$ cat config.mk
export PLATFORM = sky130hd
export DESIGN_NAME = uart_status_tx_flat
export DESIGN_NICKNAME = d
export VERILOG_FILES = /design/src/rtl/uart_status_pkg.sv /design/src/rtl/uart_status_if.sv /design/src/rtl/uart_status_tx_core.sv /design/src/rtl/uart_status_tx.sv /design/src/flat_wrapper.sv
export SDC_FILE = /design/constraint.sdc
export NUM_CORES = 1
export LEC_CHECK = 0
export CAP_MARGIN = 40
export CORE_ASPECT_RATIO = 0.8
export CORE_MARGIN = 3
export CORE_UTILIZATION = 49
export CTS_BUF_LIST = sky130_fd_sc_hd__clkbuf_16
export DETAILED_ROUTE_END_ITERATION = 8
export GPL_TIMING_DRIVEN = 0
export PLACE_DENSITY = 0.71
export SETUP_SLACK_MARGIN = 0.3
export SYNTH_ARGS = -nofsm -noshare
export SYNTH_HDL_FRONTEND = slang
export SYNTH_SLANG_ARGS = --single-unit
$ cat constraint.sdc
create_clock -name clk -period 1.9 [get_ports clk]
set_input_delay 0.475 -clock clk [delete_from_list [all_inputs] [get_ports clk]]
set_output_delay 0.475 -clock clk [all_outputs]
set_load 0.01 [all_outputs]
$ cat src/rtl/uart_status_pkg.sv
// Shared definitions for the UART status reporter: frame FSM state encoding,
// fixed frame bytes and the helper that maps a snapshot to its frame bytes.
package uart_status_pkg;

    localparam int unsigned FRAME_LEN = 6;

    localparam logic [7:0] CH_F  = 8'h46;
    localparam logic [7:0] CH_C  = 8'h43;
    localparam logic [7:0] CH_CR = 8'h0D;
    localparam logic [7:0] CH_LF = 8'h0A;

    typedef logic [1:0] frame_state_t;

    localparam frame_state_t ST_IDLE = 2'd0;
    localparam frame_state_t ST_LOAD = 2'd1;
    localparam frame_state_t ST_SEND = 2'd2;
    localparam frame_state_t ST_NEXT = 2'd3;

    typedef struct packed {
        logic [3:0] filter;
        logic [1:0] cut;
    } status_t;

    function automatic logic [7:0] hex_ascii(input logic [3:0] v);
        return (v < 4'd10) ? (8'h30 + {4'h0, v}) : (8'h37 + {4'h0, v});
    endfunction

    function automatic logic [7:0] frame_byte(input logic [2:0] idx, input status_t s);
        logic [7:0] b;
        case (idx)
            3'd0:    b = CH_F;
            3'd1:    b = hex_ascii(s.filter);
            3'd2:    b = CH_C;
            3'd3:    b = 8'h30 + {6'h00, s.cut};
            3'd4:    b = CH_CR;
            default: b = CH_LF;
        endcase
        return b;
    endfunction

endpackage

$ cat src/rtl/uart_status_if.sv
// Status-reporter signal bundle: oversample tick, status inputs, query and
// the serial line with its busy/done flags.
interface uart_status_if;
    logic       br_tick;
    logic [3:0] filter_sel;
    logic [1:0] cut_sel;
    logic       query;
    logic       tx;
    logic       tx_busy;
    logic       frame_done;

    modport master (
        output br_tick, filter_sel, cut_sel, query,
        input  tx, tx_busy, frame_done
    );

    modport slave (
        input  br_tick, filter_sel, cut_sel, query,
        output tx, tx_busy, frame_done
    );
endinterface

$ cat src/rtl/uart_status_tx_core.sv
// uart_tx_core: 8N1 serializer, LSB first, each bit held for OVERSAMPLE
// br_tick pulses; done is a one-clk pulse as the stop bit completes.
module uart_tx_core #(
    parameter int unsigned OVERSAMPLE = 16
) (
    input  logic       clk,
    input  logic       reset,
    input  logic       br_tick,
    input  logic       start_i,
    input  logic [7:0] data_i,
    output logic       tx_o,
    output logic       busy_o,
    output logic       done_o
);
    localparam int unsigned TW = (OVERSAMPLE > 1) ? $clog2(OVERSAMPLE) : 1;
    localparam logic [TW-1:0] TICK_LAST = TW'(OVERSAMPLE - 1);

    logic          busy_q, busy_d;
    logic          tx_q, tx_d;
    logic [8:0]    sh_q, sh_d;
    logic [3:0]    bit_q, bit_d;
    logic [TW-1:0] tick_q, tick_d;
    logic          bit_end;

    assign bit_end = busy_q && br_tick && (tick_q == TICK_LAST);
    // Combinational done lets the frame FSM react in the same cycle, keeping
    // the inter-byte gap down to two clocks.
    assign done_o  = bit_end && (bit_q == 4'd9);
    assign tx_o    = tx_q;
    assign busy_o  = busy_q;

    always_comb begin
        busy_d = busy_q;
        tx_d   = tx_q;
        sh_d   = sh_q;
        bit_d  = bit_q;
        tick_d = tick_q;
        if (!busy_q) begin
            if (start_i) begin
                busy_d = 1'b1;
                tx_d   = 1'b0;
                sh_d   = {1'b1, data_i};
                bit_d  = 4'd0;
                tick_d = '0;
            end
        end else if (br_tick) begin
            if (tick_q == TICK_LAST) begin
                tick_d = '0;
                if (bit_q == 4'd9) begin
                    busy_d = 1'b0;
                    tx_d   = 1'b1;
                end else begin
                    tx_d  = sh_q[0];
                    sh_d  = {1'b1, sh_q[8:1]};
                    bit_d = bit_q + 4'd1;
                end
            end else begin
                tick_d = tick_q + TW'(1);
            end
        end
    end

    always_ff @(posedge clk or posedge reset) begin
        if (reset) begin
            busy_q <= 1'b0;
            tx_q   <= 1'b1;
            sh_q   <= '1;
            bit_q  <= '0;
            tick_q <= '0;
        end else begin
            busy_q <= busy_d;
            tx_q   <= tx_d;
            sh_q   <= sh_d;
            bit_q  <= bit_d;
            tick_q <= tick_d;
        end
    end

endmodule

$ cat src/rtl/uart_status_tx.sv
// uart_status_tx: on query, serializes "F<hex filter>C<cut>\r\n" from a snapshot.
// Build option UART_STATUS_AUTO_EN: a change of {filter_sel,cut_sel} also triggers.
module uart_status_tx
    import uart_status_pkg::*;
#(
    parameter int unsigned OVERSAMPLE = 16
) (
    input logic          clk,
    input logic          reset,
    uart_status_if.slave bus
);
    frame_state_t state_q, state_d;
    logic [2:0]   idx_q, idx_d;
    status_t      snap_q, snap_d;
    logic         pend_q, pend_d;
    logic         busy_q, busy_d;
    logic         done_q, done_d;

    status_t      cur;
    logic         trigger;
    logic         core_start;
    logic [7:0]   core_data;
    logic         core_tx;
    logic         core_busy;
    logic         core_done;

    assign cur = {bus.filter_sel, bus.cut_sel};

`ifdef UART_STATUS_AUTO_EN
    status_t last_q, last_d;
    assign trigger = bus.query || (cur != last_q);
`else
    assign trigger = bus.query;
`endif

    assign core_start = (state_q == ST_LOAD) && !core_busy;
    assign core_data  = frame_byte(idx_q, snap_q);

    always_comb begin
        state_d = state_q;
        idx_d   = idx_q;
        snap_d  = snap_q;
        pend_d  = pend_q;
        busy_d  = busy_q;
        done_d  = 1'b0;
`ifdef UART_STATUS_AUTO_EN
        last_d  = last_q;
`endif
        case (state_q)
            ST_IDLE: begin
                if (trigger || pend_q) begin
                    snap_d  = cur;
                    pend_d  = 1'b0;
                    idx_d   = 3'd0;
                    busy_d  = 1'b1;
                    state_d = ST_LOAD;
`ifdef UART_STATUS_AUTO_EN
                    last_d  = cur;
`endif
                end else begin
                    busy_d = 1'b0;
                end
            end
            ST_LOAD: if (core_start) state_d = ST_SEND;
            ST_SEND: if (core_done) state_d = ST_NEXT;
            default: begin
                if (idx_q < 3'(FRAME_LEN - 1)) begin
                    idx_d   = idx_q + 3'd1;
                    state_d = ST_LOAD;
                end else begin
                    idx_d   = 3'd0;
                    done_d  = 1'b1;
                    state_d = ST_IDLE;
                end
            end
        endcase
        // Triggers while a frame is in flight collapse into one pending frame.
        if (trigger && (state_q != ST_IDLE)) pend_d = 1'b1;
    end

    always_ff @(posedge clk or posedge reset) begin
        if (reset) begin
            state_q <= ST_IDLE;
            idx_q   <= '0;
            snap_q  <= '0;
            pend_q  <= 1'b0;
            busy_q  <= 1'b0;
            done_q  <= 1'b0;
`ifdef UART_STATUS_AUTO_EN
            last_q  <= '0;
`endif
        end else begin
            state_q <= state_d;
            idx_q   <= idx_d;
            snap_q  <= snap_d;
            pend_q  <= pend_d;
            busy_q  <= busy_d;
            done_q  <= done_d;
`ifdef UART_STATUS_AUTO_EN
            last_q  <= last_d;
`endif
        end
    end

    uart_tx_core #(.OVERSAMPLE(OVERSAMPLE)) u_core (
        .clk     (clk),
        .reset   (reset),
        .br_tick (bus.br_tick),
        .start_i (core_start),
        .data_i  (core_data),
        .tx_o    (core_tx),
        .busy_o  (core_busy),
        .done_o  (core_done)
    );

    assign bus.tx         = core_tx;
    assign bus.tx_busy    = busy_q;
    assign bus.frame_done = done_q;

endmodule

$ cat src/flat_wrapper.sv
// flat-port wrapper written by rule: the top's interface ports become plain ports
module uart_status_tx_flat import uart_status_pkg::*;
#(
    parameter int unsigned OVERSAMPLE = 16
)
  (clk, reset, bus_br_tick, bus_filter_sel, bus_cut_sel, bus_query, bus_tx, bus_tx_busy, bus_frame_done);
  uart_status_if bus_i ();
  input logic clk;
  input logic reset;
  input wire logic [$bits(bus_i.br_tick)-1:0] bus_br_tick;
  input wire logic [$bits(bus_i.filter_sel)-1:0] bus_filter_sel;
  input wire logic [$bits(bus_i.cut_sel)-1:0] bus_cut_sel;
  input wire logic [$bits(bus_i.query)-1:0] bus_query;
  output wire logic [$bits(bus_i.tx)-1:0] bus_tx;
  output wire logic [$bits(bus_i.tx_busy)-1:0] bus_tx_busy;
  output wire logic [$bits(bus_i.frame_done)-1:0] bus_frame_done;
  assign bus_i.br_tick = bus_br_tick;
  assign bus_i.filter_sel = bus_filter_sel;
  assign bus_i.cut_sel = bus_cut_sel;
  assign bus_i.query = bus_query;
  assign bus_tx = bus_i.tx;
  assign bus_tx_busy = bus_i.tx_busy;
  assign bus_frame_done = bus_i.frame_done;
  uart_status_tx #(.OVERSAMPLE(OVERSAMPLE)) u_core (.clk(clk), .reset(reset), .bus(bus_i));
endmodule
==> summary.txt <==
Run status
  • Status: finished, final reports clean

Die
  • I/O Pins: 13
  • Initial Util: a little over half
  • Die ar.: 4630 um2
  • Core area: ~3600 um2
  • Chip Width: approximately 75 um
  • Die Height: roughly 61 um
  • Placement Rows: 19

Global routing
  • Initial antenna violation count: 0
  • Overflow after GRT: 0
  • Largest net degree at the start of global routing: 21
  • First-pass GRT wire length: 6.91 mm
  • Vias in the first global route: around 1,500
  • Total GRT Usage: between 20% and 30%

Yosys
  • Syn Std Cell Area: around 1900 um2
  • Cell taking the most area after synthesis: dfrtp_1
  • Async S/R FF share, synth: 100%
  • Yosys reg bits: 32
  • Sequential cell area fraction in the yosys report: 43.1%
  • Mapped Cells: 182
  • Avg Synthesized Cell Area: 10.3 um2
  • Most frequent cell after synthesis: dfrtp_1
  • Post-synthesis cell type count: 45
  • Most used flip-flop cell after synthesis: dfrtp_1
  • Yosys warns: 0
  • Post-Syn Nets: 205
  • Top cells by count, synth: 23 x dfrtp_1, 14 x nand2_1, 13 x ha_1
  • EDFF count, synth: 0
  • Synth area leaders: dfrtp_1 31%, dfstp_2 13%, ha_1 8.6%
  • Yosys top cell area share: a little under a third

STA
  • Worst hold slack: approximately 0.47 ns
  • RSZ-0062 raised after global routing: true
  • Slew headroom: between 50% and 60%
  • Setup Skew: ~0.004 ns
  • Period minus WS final: 1.79 ns
  • Final hold vios: 0
  • Period utilisation layout: 94.2%
  • Worst-Margin Slew: roughly 0.6 ns
  • Highest Clock Rate: 558 MHz
  • Max Slew Vio Count: 0
  • # setup viols final: 0

Detailed routing
  • # DRC: 0
  • First-pass detailed-route iteration total: 4
  • Post-Route WL: approximately 4.2 mm
  • DRT iter0 DRCs: 120
  • Vias: approximately 1,500
  • Vias per std cell: between 5 and 6
  • WL/cell: between 15 and 20 um
  • Antenna-violating nets left: 0

Setup path
  • Crit path capture type: flip-flop
  • Crit-path leading delay family: flip-flops
  • Startpoint Class: flip-flop
  • CP arrival: between 1.5 and 2 ns
  • WP depth: 6
  • Crit path buffers/inverters: 1
  • Kind of critical path: reg2reg
  • CP max stage delay: 0.40 ns
  • Crit path cell chain: ha_4 -> and4_1 -> buf_6 -> nand3_2 -> a222oi_1 -> mux2_2
  • Crit-path max FO: 4
  • Register-to-Register Path Depth: 6
  • Worst EP required: ~2.1 ns
  • CP max-delay cell: dfrtp_1

Run
  • Max_cap viols: 0

Place
  • DP Wirelength: approximately 2.8 mm
  • Port bufs: 12
  • Gp weighted congestion: between 0.8 and 0.9

Final layout
  • Layout cells sized above 1: between 30% and 40%
  • Area grow syn2layout: 31.6%
  • Diodes inserted: 0
  • Final nets: roughly 250

Clock network
  • Post-CTS Hold Fix Bufs: 0
  • TritonCTS clock tree: done
  • Clk Tree Root Cell: clkbuf_16
  • CTS H-tree lvls: 2
  • Clock sinks: 32
  • Clock Path Buffers: 2
  • Worst-skew pair later-pin latency: between 0.2 and 0.3 ns
  • Reg clk slew, reported paths: around 0.050 ns
  • CTS Buf Count: 5

Power
  • Power Dens Cells: 1420 nW/um2
  • Peak supply drop: 0.000919 V
  • Leakage: around 0.0011 uW
  • Overall power: approximately 3500 uW

Min path
  • Worst hold stages: 2
  • HP Class: reg2reg
[through the flow]
step	cell area (um2)	TNS [ns]	setup slack [ns]	util [%]	instances
2_1_floorplan	1890	0	0.155	-	182
3_3_place_gp	2060	-2.29	-0.410	57.9	236
3_5_place_dp	2090	-2.64	-0.454	58.7	237
4_1_cts	2380	0	0.115	66.6	258
5_1_grt	2480	0	0.0138	69.5	266
6_report	2480	0	0.109	69.5	266
[where the power goes]
part | switching (uW) | total (uW) | internal (uW) | leakage, uW
clock | 278 | 748 | 470 | 0.0000738
sequential | 217 | 1180 | 966 | 0.000362
combinational | 753 | 1590 | 839 | 0.000688
[area by class of cell]
class,count,area (um2)
Buffer,9,65.1
Clock buffer,5,125
Clock inverter,3,11.3
Fill cell,254,1090
Inverter,11,41.3
Multi-Input combinational cell,130,1050
Sequential cell,32,812
Tap cell,42,52.6
Timing Repair Buffer,34,317
[registers in the layout, indices dropped and copies added, names as in the netlist]
signal / cells
u_core.u_core.busy_o: 1
u_core.pend_q: 1
u_core.u_core.bit_q: 4
u_core.u_core.sh_q: 8
u_core.snap_q: 6
u_core.bus.tx_busy: 1
u_core.idx_q: 3
u_core.u_core.tick_q: 4
u_core.u_core.tx_o: 1
u_core.bus.frame_done: 1
u_core.state_q: 2
[placed cells by master, fill, tap and decap left out, drive strengths merged, types with 5 or more instances in the layout]
cell type	synthesis	layout
inv	11	13
a22o	5	5
dfrtp	23	23
o21ai	9	9
nand2	14	14
clkdlybuf4s50	0	8
buf	3	27
mux2	10	10
a21oi	10	10
dfstp	9	9
ha	13	13
nor2	8	8
clkbuf	6	9
a21o	8	8
[final timing paths]
check / to / start / slack, ns
max: u_core.state_q[1] / u_core.u_core.tick_q[1] / 0.11
min in group asynchronous: u_core.idx_q[0] / reset / 0.59
min reg2reg: u_core.u_core.tx_o / u_core.u_core.tx_o / 0.47
max reg2reg: u_core.state_q[1] / u_core.u_core.tick_q[1] / 0.11
min: u_core.u_core.tx_o / u_core.u_core.tx_o / 0.47
max in group asynchronous: u_core.u_core.sh_q[4] / reset / 0.72
[worst register-to-register path: stages, from the launching register on]
cell and delay [ns]:
dfrtp_1 0.40, ha_4 0.15, and4_1 0.19, buf_6 0.12, nand3_2 0.06, a222oi_1 0.37
mux2_2 0.39
[per-layer routing]
| metal | track usage [%] | part of all wire (%) | vias up | wire length, um |
|---|---|---|---|---|
| li1 | - | - | 738 | - |
| met1 | 25.1 | 47 | 747 | 1960 |
| met2 | 33.5 | 48 | 29 | 2030 |
| met3 | 7.34 | 2.9 | 12 | 123 |
| met4 | 6.73 | 2.1 | 0 | 89 |
| met5 | 0 | 0 | - | 0 |
[kinds of logic (layout without fill, tap and decap cells)]
| kind of cell | count (synthesis) | after routing | share of synthesized area (%) |
|---|---|---|---|
| multiplexers | 14 | 14 | 8.11 |
| flip-flops | 32 | 32 | 43.1 |
| XOR/XNOR | 4 | 4 | 1.86 |
| buffers and inverters | 20 | 62 | 4.98 |
| adder cells (fa/ha/maj) | 13 | 13 | 8.64 |
| AND/OR/NAND/NOR | 48 | 48 | 14.2 |
| AO/OA/AOI/OAI | 51 | 51 | 19.1 |
[timing repair]
item	in CTS	in global routing
resized for setup	22	16
buffers inserted	13	8
pin swaps	6	10
setup endpoints to repair	23	17
(Power assumes the default switching activity.)
==> patch (same settings) <==
Make the reset (`reset`) synchronous in 2 clocked blocks.
--- a/src/rtl/uart_status_tx_core.sv
+++ b/src/rtl/uart_status_tx_core.sv
@@ -61,5 +61,5 @@
     end
 
-    always_ff @(posedge clk or posedge reset) begin
+    always_ff @(posedge clk) begin
         if (reset) begin
             busy_q <= 1'b0;
--- a/src/rtl/uart_status_tx.sv
+++ b/src/rtl/uart_status_tx.sv
@@ -79,5 +79,5 @@
     end
 
-    always_ff @(posedge clk or posedge reset) begin
+    always_ff @(posedge clk) begin
         if (reset) begin
             state_q <= ST_IDLE;
Check against the original RTL: differs if reset is asserted again (counterexample within 4 cycles, from zero or initial values and one cycle with reset high); with reset held inactive, the same outputs for 10 cycles.
==> patch against the original RTL <==
- final area down 3.6%
- worst hold slack worse by 0.0045 ns
- clock skew up 0.0026 ns
- total power down 9.8%
- critical path depth unchanged
- sequential cell count unchanged
- clock power about the same
- critical endpoint is now u_core.state_q[0]
- core utilization up 3.6 points
- routed wire length up 5.8%
- via count up 5.8%
- maximum frequency up 6.4%
- largest power group unchanged
- setup slack better by 0.11 ns
- critical path type unchanged
- synthesized area down 6.7%
==> patch: results (changes against the original RTL) <==
- Status: complete, no violations
- Hold worst-path end: u_core.u_core.sh_q[7]
- Pin count of the biggest net entering global routing: 11 (-48%)
- Gpl congestion: 0.8769 (+5.9%)
- Min-delay src: u_core.u_core.sh_q[7]
- Port Buffers: 12 (unchanged)
- Hpwl dp: 2.752 mm (-0.42%)
- Global-route wire length before repair: 6.858 mm (-0.70%)
- Clk slew on worst S/H paths: 0.05 ns (about the same)
- Sw frac: 36.74% (+1.3 points)
- Fin Hold WS: 0.4697 ns (-0.004490 ns)
- Delay of the slowest cell on the worst path: 0.38 ns (-0.02 ns)
- Initial antenna violation count: 0 (unchanged)
- Non-Filler Instances: 277 (+4.1%)
- Leakage power: 1.013 nW (-9.8%)
- Worst VDD drop: 1.048 mV (+14%)
- Post-Syn Instances: 200 (+9.9%)
- Fill cells: 246 (-3.1%)
- Mapped Nets: 223 (+8.8%)
- Post-Route WL: 4.445 mm (+5.8%)
- Synth top cells by count: dfxtp_1 (32), nor2_1 (22), a21oi_1 (14), nand2_1 (14), ha_1 (13)
- Placed Area: 0.001944 mm² (-7.1%)
- Hold Path Depth: 1 (-1)
- Asr flop ratio synth: 0% (-100 points)
- Total GRT Usage: 20.91% (+0.52 points)
- Reg2reg path depth: 6 (unchanged)
- Met2 GRT Util: 30.98% (-2.5 points)
- Critical Path AT: 1.85 ns (-0.10 ns)
- Post-synthesis sequential area ratio: 36.47% (-6.7 points)
- First DRT Iteration DRCs: 209 (+74%)
- Placed Cells: 252 (+6.3%)
- Reg2reg setup slack: 0.22 ns (+0.11 ns)
- End of the worst register-to-register path: u_core.state_q[0]
- Top Registers: u_core.u_core.sh_q x8, u_core.snap_q x6
- Post-synth cell types: 51 (+13%)
- CTS Buffer Depth: 2 (unchanged)
- Slowest cell on the critical path: dfxtp_4
- Synth top area cells: dfxtp_1 (36%), ha_1 (9.3%), mux2i_1 (5.1%), nor2_1 (4.7%), a21oi_1 (4.0%)
- Number of global-route vias before repair: 1,523 (+0.86%)
- GRT met3 Usage: 5.254% (-2.1 points)
- Reg-to-reg critical path startpoint: u_core.state_q[1]
- CTS Buf Count: 5 (unchanged)
- Slew @ Worst Pin: 0.6364 ns (+0.02416 ns)
- Clock latency at the later pin of the worst-skew pair: 0.28 ns (about the same)
- Root Buffer: clkbuf_16
- Clk_skew: 0.006668 ns (+0.002578 ns)
- Nets: 259 (+5.3%)
- Share of layout cells above drive strength 1: 29.11% (-4.4 points)
- Met1 usage: 27.13% (+2.0 points)
- Vias per cell: 5.827 (+1.6%)
==> patch: timing repair <==
action / 4_1_cts / 5_1_grt
gates resized for setup: 29 / 23
buffers inserted: 10 / 6
setup endpoints to repair: 27 / 13
cloned: 0 / 1
pin swaps: 3 / 7
==> patch: critical path: cells and delay by family (launching register included) <==
kind | cells | cell delay [ns]
buffers and inverters | 2 | 0.17
adder cells (fa/ha/maj) | 1 | 0.16
AO/OA/AOI/OAI | 2 | 0.55
flip-flops | 1 | 0.38
multiplexers | 1 | 0.32
==> patch: worst max path at each step <==
stage,depth (start not counted),endpoint,from,slack [ns]
2_1_floorplan,7,u_core.u_core.sh_q[5],u_core.u_core.tick_q[0],0.30
3_3_place_gp,7,u_core.u_core.sh_q[6],bus_br_tick,-0.26
3_5_place_dp,7,u_core.u_core.sh_q[6],bus_br_tick,-0.28
4_1_cts,5,u_core.state_q[0],u_core.u_core.bit_q[0],0.29
5_1_grt,6,u_core.state_q[0],u_core.state_q[1],0.19
6_report,6,u_core.state_q[0],u_core.state_q[1],0.22
==> patch: area by class of cell <==
class | count | area share [%]
tap | 40 | 2.096
timing repair buffer | 29 | 11.01
clock buffer | 5 | 5.241
buffer | 10 | 3.145
sequential | 32 | 27.73
inverter | 11 | 2.044
clock inverter | 3 | 0.4717
multi-input combinational | 147 | 48.27
==> patch: power groups by stage <==
stage	clock [mW]	sequential, mW	combinational, mW
final	0.750	1.01	1.42
after CTS	0.766	0.981	1.22
after global placement	0	0.969	1.08
after global routing	0.806	1.03	1.54
after detailed placement	0	0.978	1.12
after floorplan	0	0.955	0.869
==> patch: cell families (layout without fill, tap and decap cells) <==
kind of cell	Yosys count	after routing	share of synthesized area [%]
AOI/OAI and AO/OA	52	52	21.23
adders and majority gates	13	13	9.259
xor gates and xnor gates	3	3	1.496
buffers and inverters	21	58	5.413
muxes	11	11	6.624
DFF	32	32	36.47
and+or+nand+nor	68	68	19.52
==> patch: per-layer routing <==
layer / wire length, µm / up-vias / part of all wire (%)
li1: - / 803 / -
met5: 0 / - / 0
met3: 204 / 7 / 4.6
met2: 2045 / 40 / 46
met1: 2114 / 764 / 48
met4: 80 / 0 / 1.8
==> patch: stage by stage <==
stage / worst slack [ns] / utilization, %
finish: 0.2164 / 73.10
CTS: 0.2872 / 67.78
floorplan: 0.3041 / -
detailed placement: -0.2770 / 59.54
global placement: -0.2564 / 59.54
global route: 0.1907 / 73.10
